$ cat src/rtl/huffman_pkg.sv
// huffman_pkg: shared sizing defaults and decoder state type for the Huffman decode path
package huffman_pkg;
  localparam int DATA_WIDTH    = 8;
  localparam int TOTAL_SYMBOLS = 10;
  localparam int ADDR_WIDTH    = 4;
  localparam int MAX_CODE_LEN  = 16;
  localparam int LEN_WIDTH     = 5;
  typedef enum logic {COLLECT, OUTPUT} state_t;
endpackage

$ cat src/rtl/huffman_code_match.sv
// huffman_code_match: one code-table entry and its match line against the bit accumulator
module huffman_code_match #(
  parameter int MAX_CODE_LEN = huffman_pkg::MAX_CODE_LEN,
  parameter int LEN_WIDTH    = huffman_pkg::LEN_WIDTH
) (
  input  logic                    clk,
  input  logic                    rst,
  input  logic                    we,
  input  logic [MAX_CODE_LEN-1:0] code,
  input  logic [LEN_WIDTH-1:0]    len,
  input  logic [MAX_CODE_LEN-1:0] acc,
  input  logic [LEN_WIDTH-1:0]    cnt,
  output logic                    match
);
  logic [MAX_CODE_LEN-1:0] code_q, mask;
  logic [LEN_WIDTH-1:0]    len_q;
  // entry storage, cleared by reset
  always_ff @(posedge clk or posedge rst) begin
    if (rst) begin
      code_q <= '0;
      len_q  <= '0;
    end else if (we) begin
      code_q <= code;
      len_q  <= len;
    end
  end
  // only the low len bits of the code take part in the compare
  always_comb begin
    mask = '0;
    for (int k = 0; k < MAX_CODE_LEN; k++) mask[k] = k < int'(len_q);
  end
  assign match = (cnt != '0) && (len_q == cnt) && (((code_q ^ acc) & mask) == '0);
endmodule

$ cat src/rtl/huffman_decoder.sv
// huffman_decoder: bit-serial Huffman decoder with loadable code table and symbol handshake
module huffman_decoder #(
  parameter int TOTAL_SYMBOLS = huffman_pkg::TOTAL_SYMBOLS,
  parameter int ADDR_WIDTH    = huffman_pkg::ADDR_WIDTH,
  parameter int MAX_CODE_LEN  = huffman_pkg::MAX_CODE_LEN,
  parameter int LEN_WIDTH     = huffman_pkg::LEN_WIDTH
) (
  input  logic                    clk,
  input  logic                    rst,
  input  logic                    tbl_we,
  input  logic [ADDR_WIDTH-1:0]   tbl_addr,
  input  logic [MAX_CODE_LEN-1:0] tbl_code,
  input  logic [LEN_WIDTH-1:0]    tbl_len,
  input  logic                    bit_in,
  input  logic                    bit_valid,
  output logic                    bit_ready,
  output logic [ADDR_WIDTH-1:0]   sym_out,
  output logic                    sym_valid,
  input  logic                    sym_ready,
  output logic                    err
);
  import huffman_pkg::*;
  logic [MAX_CODE_LEN-1:0]  acc;
  logic [LEN_WIDTH-1:0]     cnt;
  logic [TOTAL_SYMBOLS-1:0] hit;
  logic [ADDR_WIDTH-1:0]    sel;
  logic                     any, full;
  state_t                   state;
  for (genvar i = 0; i < TOTAL_SYMBOLS; i++) begin : g_entry
    huffman_code_match #(.MAX_CODE_LEN(MAX_CODE_LEN), .LEN_WIDTH(LEN_WIDTH)) u_match (
      .clk  (clk),
      .rst  (rst),
      .we   (tbl_we && tbl_addr == ADDR_WIDTH'(i)),
      .code (tbl_code),
      .len  (tbl_len),
      .acc  (acc),
      .cnt  (cnt),
      .match(hit[i])
    );
  end
  // lowest matching index wins
  always_comb begin
    sel = '0;
    for (int k = TOTAL_SYMBOLS - 1; k >= 0; k--) if (hit[k]) sel = ADDR_WIDTH'(k);
  end
  assign any       = |hit;
  assign full      = cnt == LEN_WIDTH'(MAX_CODE_LEN);
  assign bit_ready = (state == COLLECT) && !any && !full;
  // collect bits, emit a symbol on match, flag and flush an unmatched full accumulator
  always_ff @(posedge clk or posedge rst) begin
    if (rst) begin
      acc       <= '0;
      cnt       <= '0;
      sym_out   <= '0;
      sym_valid <= 1'b0;
      err       <= 1'b0;
      state     <= COLLECT;
    end else begin
      err <= 1'b0;
      if (state == OUTPUT) begin
        if (sym_ready) begin
          sym_valid <= 1'b0;
          state     <= COLLECT;
        end
      end else if (any) begin
        sym_out   <= sel;
        sym_valid <= 1'b1;
        acc       <= '0;
        cnt       <= '0;
        state     <= OUTPUT;
      end else if (full) begin
        err <= 1'b1;
        acc <= '0;
        cnt <= '0;
      end else if (bit_valid) begin
        acc <= {acc[MAX_CODE_LEN-2:0], bit_in};
        cnt <= cnt + 1'b1;
      end
    end
  end
endmodule

$ cat config.mk
export PLATFORM = sky130hd
export DESIGN_NAME = huffman_decoder
export DESIGN_NICKNAME = d
export VERILOG_FILES = /design/src/rtl/huffman_pkg.sv /design/src/rtl/huffman_code_match.sv /design/src/rtl/huffman_decoder.sv
export SDC_FILE = /design/constraint.sdc
export NUM_CORES = 1
export LEC_CHECK = 0
export BUFFER_PORTS_ARGS = -buffer_cell sky130_fd_sc_hd__clkbuf_2
export CAP_MARGIN = 25
export CORE_UTILIZATION = 45
export CTS_BUF_LIST = sky130_fd_sc_hd__clkbuf_4 sky130_fd_sc_hd__clkbuf_8
export DETAILED_ROUTE_END_ITERATION = 7
export GPL_ROUTABILITY_DRIVEN = 1
export GPL_TIMING_DRIVEN = 0
export PLACE_DENSITY = 0.68
export SLEW_MARGIN = 15
export SYNTH_ARGS = -nofsm -noshare
export SYNTH_HDL_FRONTEND = slang
export SYNTH_SLANG_ARGS = --single-unit
$ cat constraint.sdc
create_clock -name clk -period 12.9 [get_ports clk]
set_input_delay 0 -clock clk [delete_from_list [all_inputs] [get_ports clk]]
set_output_delay 0 -clock clk [all_outputs]
set_load 0.01 [all_outputs]
# ---- Word level (Yosys, flattened, before mapping)
# Index checks and enable logic that the tools add are counted.
dict set report classes {
  n_addsub 1
  order_cmp 160
  eq_ne 21
  n_mux 25
  bitwise 21
  n_reduce_logical 52
}
# op n
set ops {}
lappend ops {{4-bit by 5-bit less-than comparator with 1-bit output, first input constant} 80}
lappend ops {{3-bit by 5-bit less-than comparator with 1-bit output, first input constant} 40}
lappend ops {{16-bit AND} 10}
lappend ops {{16-bit logical NOT} 10}
lappend ops {{16-bit bitwise XOR} 10}
lappend ops {{1-bit by 5-bit less-than comparator with 1-bit output, first input constant} 20}
lappend ops {{2-bit by 5-bit less-than comparator with 1-bit output, first input constant} 20}
lappend ops {{5-bit equality test} 10}
lappend ops {{16-bit two-way mux} 3}
lappend ops {{4-bit two-way mux} 10}
lappend ops {{1-bit logical AND} 32}
lappend ops {{4-bit by 3-bit equality test with 1-bit output, second input constant} 4}
lappend ops {{5-bit two-way mux} 3}
lappend ops {{10-bit OR reduction} 1}
lappend ops {{1-bit two-way mux} 9}
lappend ops {{4-bit by 2-bit equality test with 1-bit output, second input constant} 2}
lappend ops {{4-bit equality test, second input constant} 2}
lappend ops {{2-bit AND reduction} 3}
lappend ops {{5-bit by 1-bit adder with 5-bit output, second input constant} 1}
lappend ops {{5-bit equality test, second input constant} 1}
lappend ops {{5-bit nonzero test} 1}
lappend ops {{4-bit by 1-bit equality test with 1-bit output, second input constant} 1}
lappend ops {{4-bit logical NOT} 1}
lappend ops {{3-bit nonzero test} 1}
lappend ops {{4 further kinds} 5}
dict set report totals {
  ff_bits 238
  in_bits 31
  output_inout_bits 7
  elab_cells 306
}

# ---- Longest topological paths before layout
# Gate-level depths: netlist (run 1).
dict set report logic_depth {
  word_depth 14
  depth_mapped 17
  mapped_depth_nobuf 11
}

# ---- By module
# A second synthesis (run 1) with hierarchy kept.
dict set report hier_totals {
  hier_cells 1206
  area_unflattened_um2 13491.7
}
# mod n_inst cells_per_inst area_per_inst_um2 seq_area_each_um2
set by_module_without_submodules {}
lappend by_module_without_submodules {huffman_code_match 10 108 1211.2 525.5}
lappend by_module_without_submodules {huffman_decoder 1 126 1380.1 700.7}

# ---- Least setup slack after synthesis (run 1)
# No wires, ideal clock.
dict set report synth_path {
  path_kind {flip-flop to flip-flop}
  from {register cnt[0]}
  to {register acc[0]}
  arrival_ns 3.481
  t_required_ns 12.779
  slack_ns 9.298
  path_stages_with_launch 17
  path_cell_list {dfrtp_1 > clkbuf_1 > buf_2 > inv_1 > ha_1 > or4b_1 > clkbuf_1 > o21ai_0 > or4_1 > nor4_4 > nor4_2 > and3_1 > buf_6 > and4b_1 > buf_6 > buf_8 > a22o_1}
}
dict set report synth_via {
  elab_chain_len 6
}
# element line
set synth_lines {}
lappend synth_lines {{start: declaration} huffman_decoder.sv:24} ;# logic [LEN_WIDTH-1:0] cnt;
lappend synth_lines {{start signal: assignment} huffman_decoder.sv:77} ;# cnt <= cnt + 1'b1;
lappend synth_lines {{5-bit equality test / 5-bit nonzero test (equally long branches)} huffman_code_match.sv:32} ;# assign match = (cnt != '0) && (len_q == cnt) && (((code_q ^ acc) & mask) == '0);
lappend synth_lines {{1-bit logical AND (2 in series)} huffman_code_match.sv:32}
lappend synth_lines {{10-bit OR reduction} huffman_decoder.sv:46} ;# assign any = |hit;
lappend synth_lines {{3-bit nonzero test (no source line)} -}
lappend synth_lines {{2-bit AND reduction (no source line)} -}
lappend synth_lines {{end signal: assignment} huffman_decoder.sv:76} ;# acc <= {acc[MAX_CODE_LEN-2:0], bit_in};
lappend synth_lines {{end: declaration} huffman_decoder.sv:23} ;# logic [MAX_CODE_LEN-1:0] acc;
# Several ways; a longest one is shown, not always the timed one.
# A chain may end at the register's enable or synchronous reset.

# ---- Worst setup path in the final report (run 1)
dict set report layout_path {
  from {register cnt[0]}
  to {register acc[6]}
}
# Same word-level chain as after synthesis.

==> impl_metrics.py, run 1 <==
metrics = {
    "power": {
        "switching_share_pct": 39.1,
        "leakage_uw": 0.00627,
        "combPwrFrac_pct": 43.0,
        "power_density_mw_per_mm2": 215,
        "clkPwrFrac_pct": 23.4,
        "ir_drop_uv": 96.9,
        "power_frac_seq_pct": 33.6,
        "power.internal_uw": 1960,
        "p_total_uw": 3220,
        "p_sw_uw": 1260,
    },
    "placement": {
        "portBuffers": 16,
        "place_area_mm2": 0.0139,
        "gp_congestion": 0.888,
        "dpl.hpwl_um": 25600,
    },
    "worst_setup_path": {
        "cpMostUsedCell": "buf_2",
        "crit_chain": "clkbuf_1, buf_2, inv_1, ha_1, or4b_1, clkbuf_1, o21ai_0, a211oi_1, o211ai_1, nor4_2, nor4_1, and3_1, buf_6, a21o_1, buf_2, buf_2, a22o_1",
        "crit_type": "flop to flop",
        "arrival_ns": 5.89,
        "required_ns": 13.34,
        "cp-end-kind": "flop",
        "slowest_stage": "clkbuf_1",
        "slowest_delay_ns": 0.64,
        "crit_path_start_kind": "flop",
        "path_delay_family": "buffers and inverters",
        "cp_num_buf_inv": 7,
        "cp_max_fo": 10,
    },
    "timing": {
        "finalSetupViolCount": 0,
        "worst_slew_pin_slew_ns": 1.07,
        "max_clock_freq_mhz": 184,
        "fin_worst_skew_ns": 0.0210,
        "rsz0062_at_grt": "no",
        "hold_ws_ns": 0.0244,
        "setup_tns_ns": 0,
        "post-route-period-util_pct": 42.2,
        "final.min_clock_period_ns": 5.44,
        "drv_slew": 0,
        "maxSlewHeadroom_pct": 28.9,
        "finalHoldViolCount": 0,
    },
    "synthesis": {
        "muxShareOfSynthArea_pct": 17.8,
        "synth-adder-area-share_pct": 0.414,
        "yosysTopAreaCellShare_pct": 44.8,
        "async_flop_share_pct": 100,
        "syn-cell-area_mm2": 0.0133,
        "synth_edf_count": 0,
        "synth.area.top_cells": "dfrtp_1 (45%), mux2_2 (18%), xnor2_1 (8.3%)",
        "synthTopCellsByCount": "dfrtp_1 (238), mux2_2 (210), xnor2_1 (126)",
        "synth_top_cell_by_area": "dfrtp_1",
        "avgSynthCellArea_um2": 11.0,
        "yosys.area_share.simple_pct": 8.39,
        "syn_nets": 1246,
        "synthMostInstantiatedCell": "dfrtp_1",
        "yosysUniqueCellTypes": 71,
        "synth_top_family_by_area": "multiplexers",
        "seq_area_frac_synth_pct": 44.8,
        "ys_ff_latch": 238,
        "synthXorXnorAreaFrac_pct": 13.1,
        "synthCells": 1213,
        "synth_compound_area_share_pct": 11.2,
        "synth_ff_type": "dfrtp_1",
        "yosys_warnings": 0,
    },
    "hold_path": {
        "hp-class": "input pin to async pin",
    },
    "cts": {
        "postCtsSetupBuffers": 0,
        "htreeDepth": 2,
        "clk_pin_slew_ns": 0.06,
        "cts_sinks": 238,
        "cts_tree": "built",
        "clk_latency_ns": 0.57,
        "clockRootBuffer": "clkbuf_8",
        "cts_max_path_buffers": 3,
        "numCtsBuffers": 44,
    },
    "route": {
        "first_pass_iters": 6,
        "route.detailed.drc": 0,
        "wl_um": 41000,
        "antenna_left": 0,
        "post_drt_wl_per_cell_um": 24.1,
        "avgViaCountPerCell": 5.97,
        "first_iter_violations": 875,
        "dr_total_vias": 10200,
    },
    "die": {
        "die_w_um": 174,
        "rows": 62,
        "core-area_mm2": 0.0289,
        "io_pins": 38,
        "die_h_um": 174,
        "initial_core_util_pct": 46.0,
        "die-area_mm2": 0.0302,
    },
    "status": {
        "status": "finished, final reports clean",
    },
    "global_route": {
        "overflow": 0,
        "grt_pass1_wl_um": 62000,
        "grt_pass1_vias": 10000,
        "antenna_found_initial": 0,
        "grt_max_degree": 89,
        "grtUsageTotal_pct": 27.6,
    },
    "finish": {
        "regArea_mm2": 0.00596,
        "fin_nets": 1327,
        "multi_input_area_mm2": 0.00676,
        "synthToLayoutAreaGrowth_pct": 12.8,
        "finish.instance_area_mm2": 0.0150,
        "drive_above_1_share_pct": 27.1,
        "num-fill-cells": 2644,
    },
    "flow_run": {
        "max_cap_viol_count": 0,
    },
}
worst register-to-register path, stage by stage (launching register included):
cell,delay [ns]
dfrtp_1,0.34
clkbuf_1,0.64
buf_2,0.46
inv_1,0.09
ha_1,0.33
or4b_1,0.21
clkbuf_1,0.60
o21ai_0,0.21
a211oi_1,0.26
o211ai_1,0.14
nor4_2,0.60
nor4_1,0.25
and3_1,0.25
buf_6,0.13
a21o_1,0.15
buf_2,0.21
buf_2,0.25
a22o_1,0.22
per-layer routing:
layer	up-vias	global-route usage, %	part of all wire [%]
met2	482	44.0	46
met1	5119	37.7	42
met5	-	0	0
li1	4466	-	-
met4	0	11.0	3.8
met3	108	4.19	7.9
cells by family after synthesis:
group,count (synthesis)
muxes,210
buffers and inverters,132
xor gates and xnor gates,198
and+or+nand+nor,206
AOI/OAI and AO/OA,224
adders and majority gates,5
DFF,238
flip-flops by register name, indices dropped and copies added (netlist names):
register / cells
g_entry.u_match.code_q: 160
g_entry.u_match.len_q: 50
acc: 16
cnt: 5
sym_out: 4
err: 1
state: 1
sym_valid: 1
placed cells by master (no fill, tap or decap), types with 19 or more instances in the layout:
| cell type | instances |
|---|---|
| buf_2 | 30 |
| xnor2_1 | 126 |
| a21oi_1 | 60 |
| xor2_1 | 72 |
| dfrtp_1 | 238 |
| mux2_2 | 210 |
| clkbuf_1 | 56 |
| nor2_1 | 58 |
| buf_1 | 25 |
| o21ai_0 | 47 |
| a22o_1 | 19 |
| nand2_1 | 32 |
| clkbuf_8 | 55 |
cell type report:
class / instances / area share (%)
Multi-Input combinational cell: 843 / 45.1
Sequential cell: 238 / 39.7
Clock buffer: 66 / 5.60
Buffer: 118 / 3.50
Tap cell: 384 / 3.20
Timing Repair Buffer: 35 / 2.09
Clock inverter: 6 / 0.401
Inverter: 14 / 0.401
Antenna cell: 1 / 0.0167
path summary, 6_finish.rpt:
path	startpoint	end	slack, ns	cells past startpoint
max	cnt[0]	acc[6]	7.46	17
min	rst	g_entry[4].u_match.len_q[4]	0.02	3
max reg2reg	cnt[0]	acc[6]	7.46	17
min reg2reg	sym_out[3]	sym_out[3]	0.51	2
max in group asynchronous	rst	g_entry[1].u_match.code_q[6]	12.05	4
min in group clk	tbl_len[2]	g_entry[6].u_match.len_q[2]	0.04	3
stage by stage:
step,cells,setup slack [ns],util (%)
2_1_floorplan,1213,6.37,-
3_3_place_gp,1613,3.66,48.0
3_5_place_dp,1617,7.57,48.3
4_1_cts,1702,7.54,51.9
5_1_grt,1704,7.43,51.9
6_report,1705,7.46,52.0
power by group through the flow:
| stage | logic, uW | clock network, uW | registers, uW |
|---|---|---|---|
| after floorplan | 1010 | 0 | 1060 |
| after global placement | 1330 | 0 | 1090 |
| after detailed placement | 1360 | 0 | 1090 |
| after CTS | 1370 | 761 | 1080 |
| after global routing | 1490 | 798 | 1110 |
| final | 1390 | 753 | 1080 |
timing repair:
action / in CTS / in global routing
hold endpoints to repair: 252 / 0
gates resized for setup: 0 / 0
hold buffers: 13 / 0
Note: power is estimated with default switching activity, not from simulation.
==> inputs of run 2 (changes only) <==
--- a/config.mk
+++ b/config.mk
@@ -12,7 +12,7 @@
 export DETAILED_ROUTE_END_ITERATION = 7
 export GPL_ROUTABILITY_DRIVEN = 1
 export GPL_TIMING_DRIVEN = 0
-export PLACE_DENSITY = 0.68
+export PLACE_DENSITY = 0.7
 export SLEW_MARGIN = 15
 export SYNTH_ARGS = -nofsm -noshare
 export SYNTH_HDL_FRONTEND = slang
==> constraint.sdc (replaced) <==
create_clock -name clk -period 4.95 [get_ports clk]
set_input_delay 0 -clock clk [delete_from_list [all_inputs] [get_ports clk]]
set_output_delay 0 -clock clk [all_outputs]
set_load 0.01 [all_outputs]
==> impl_metrics.py, run 2 (same netlist as run 1, synthesis figures left out) <==
metrics = {
    "power": {
        "ir_drop_uv": 234,
        "power_frac_seq_pct": 34.4,
        "leakage_uw": 0.00627,
        "combPwrFrac_pct": 43.8,
        "p_sw_uw": 3240,
        "switching_share_pct": 39.3,
        "power_density_mw_per_mm2": 551,
        "power.internal_uw": 5010,
        "p_total_uw": 8260,
        "clkPwrFrac_pct": 21.9,
    },
    "status": {
        "status": "finished, final reports clean",
    },
    "finish": {
        "largest_register_ffs": 160,
        "layout_common_cells": "dfrtp_1 (238), mux2_2 (210), xnor2_1 (126), xor2_1 (72), a21oi_1 (60)",
        "layout_commonest_cell": "dfrtp_1",
        "num-fill-cells": 2594,
        "drive_above_1_share_pct": 27.3,
        "reg.largest.list": "g_entry.u_match.code_q (160), g_entry.u_match.len_q (50), acc (16)",
        "fin_util_pct": 51.9,
        "top_register": "g_entry.u_match.code_q",
        "fin_nets": 1327,
        "synthToLayoutAreaGrowth_pct": 12.7,
    },
    "cts": {
        "numCtsBuffers": 43,
        "postCtsSetupBuffers": 0,
        "cts_tree": "built",
        "cts_max_path_buffers": 3,
        "htreeDepth": 2,
        "clk_pin_slew_ns": 0.06,
        "clk_latency_ns": 0.57,
        "clockRootBuffer": "clkbuf_8",
        "cts_sinks": 238,
    },
    "timing": {
        "drv_slew": 0,
        "maxSlewHeadroom_pct": 23.0,
        "rsz0062_at_grt": "no",
        "finalHoldViolCount": 0,
        "fin_ws_ns": 0.133,
        "max_clock_freq_mhz": 208,
        "finalSetupViolCount": 0,
        "fin_worst_skew_ns": 0.0267,
        "final.min_clock_period_ns": 4.82,
        "post-route-period-util_pct": 97.3,
        "worst_slew_pin_slew_ns": 1.16,
    },
    "worst_setup_path": {
        "cp_max_fo": 10,
        "r2r_start": "cnt[0]",
        "crit_type": "flop to flop",
        "timing.rr.end": "acc[4]",
        "r2r_slack_ns": 0.13,
        "cp-end-kind": "flop",
        "ff2ff_path_depth": 16,
        "required_ns": 5.38,
        "worstSetupStartpoint": "cnt[0]",
        "crit_path_start_kind": "flop",
        "arrival_ns": 5.25,
        "endpoint": "acc[4]",
    },
    "global_route": {
        "antenna_found_initial": 1,
        "overflow": 0,
        "grtUsageTotal_pct": 27.3,
        "grt_pass1_wl_um": 61100,
        "grt_pass1_vias": 9763,
        "grt_max_degree": 35,
    },
    "flow_run": {
        "max_cap_viol_count": 0,
    },
    "die": {
        "initial_core_util_pct": 46.0,
        "io_pins": 38,
        "rows": 62,
        "die_h_um": 174,
        "core-area_mm2": 0.0289,
        "die_w_um": 174,
        "die-area_mm2": 0.0302,
    },
    "placement": {
        "portBuffers": 16,
        "gp_congestion": 0.897,
        "dp_slack_ns": -0.307,
        "dpl.hpwl_um": 25800,
    },
    "route": {
        "route.detailed.drc": 0,
        "first_pass_iters": 7,
        "post_drt_wl_per_cell_um": 24.1,
        "wl_um": 41000,
        "first_iter_violations": 1071,
        "dr_total_vias": 10100,
        "antenna_left": 0,
        "avgViaCountPerCell": 5.93,
    },
    "hold_path": {
        "hp-class": "input pin to flop",
    },
}
-- run 2: area by class of cell --
| class | instances | area (um^2) | share of cell area [%] |
|---|---|---|---|
| diodes | 1 | 2.50 | 0.0167 |
| plain buffers | 117 | 522 | 3.48 |
| clock buffers | 66 | 802 | 5.36 |
| clock inverters | 1 | 5.00 | 0.0334 |
| inverters | 14 | 56.3 | 0.376 |
| multi-input cells | 843 | 6760 | 45.1 |
| flip-flops and latches | 238 | 5960 | 39.8 |
| well taps | 384 | 480 | 3.21 |
| repair buffers | 37 | 392 | 2.61 |
-- run 2: per-layer routing --
metal / global-route usage [%] / part of all wire, % / up-vias
met5: 0 / 0 / -
li1: - / - / 4438
met2: 42.8 / 46 / 471
met4: 12.2 / 4.1 / 0
met3: 3.95 / 7.5 / 105
met1: 37.5 / 42 / 5067
-- run 2: power by group through the flow --
stage	registers [uW]	logic (uW)	clock network [uW]
floorplan	2760	2630	0
global placement	2840	3460	0
detailed placement	2860	3530	0
CTS	2830	3550	1820
global route	2900	3860	1910
finish	2840	3620	1800
-- run 2: worst max-delay path, stage by stage, from the launching register on --
cell and delay [ns]:
dfrtp_1 0.35, clkbuf_2 0.36, buf_2 0.41, inv_1 0.09, ha_1 0.29, or4b_1 0.66
o21ai_0 0.22, a211oi_1 0.26, o211ai_1 0.14, nor4_2 0.55, nor4_2 0.20, and3_1 0.24
buf_6 0.13, a21o_1 0.14, buf_2 0.19, buf_2 0.24, a22o_1 0.21
-- run 2: what timing repair did --
action,in CTS,in global routing
hold endpoints to repair,120,0
gates resized for setup,1,1
setup endpoints to repair,21,11
hold buffers,11,0
-- run 2: worst min-delay path by stage --
stage | startpoint | endpoint | slack (ns) | depth (start not counted)
CTS | tbl_we | g_entry[9].u_match.len_q[3] | 0.02 | 4
global route | tbl_we | g_entry[9].u_match.code_q[15] | 0.07 | 4
finish | tbl_we | g_entry[9].u_match.len_q[3] | 0.05 | 4
global placement | sym_ready | state | 0.20 | 2
floorplan | sym_ready | state | 0.09 | 1
detailed placement | rst | g_entry[4].u_match.code_q[11] | 0.03 | 2
-- run 2: metrics by stage --
| step | instance area, um^2 | hold WS (ns) | setup TNS, ns | cells |
|---|---|---|---|---|
| global placement | 13900 | 0.196 | -3.67 | 1613 |
| detailed placement | 14100 | 0.0334 | -4.21 | 1623 |
| finish | 15000 | 0.0470 | 0 | 1701 |
| CTS | 15000 | 0.0230 | 0 | 1700 |
| floorplan | 13300 | 0.0907 | 0 | 1213 |
| global route | 15000 | 0.0667 | 0 | 1700 |
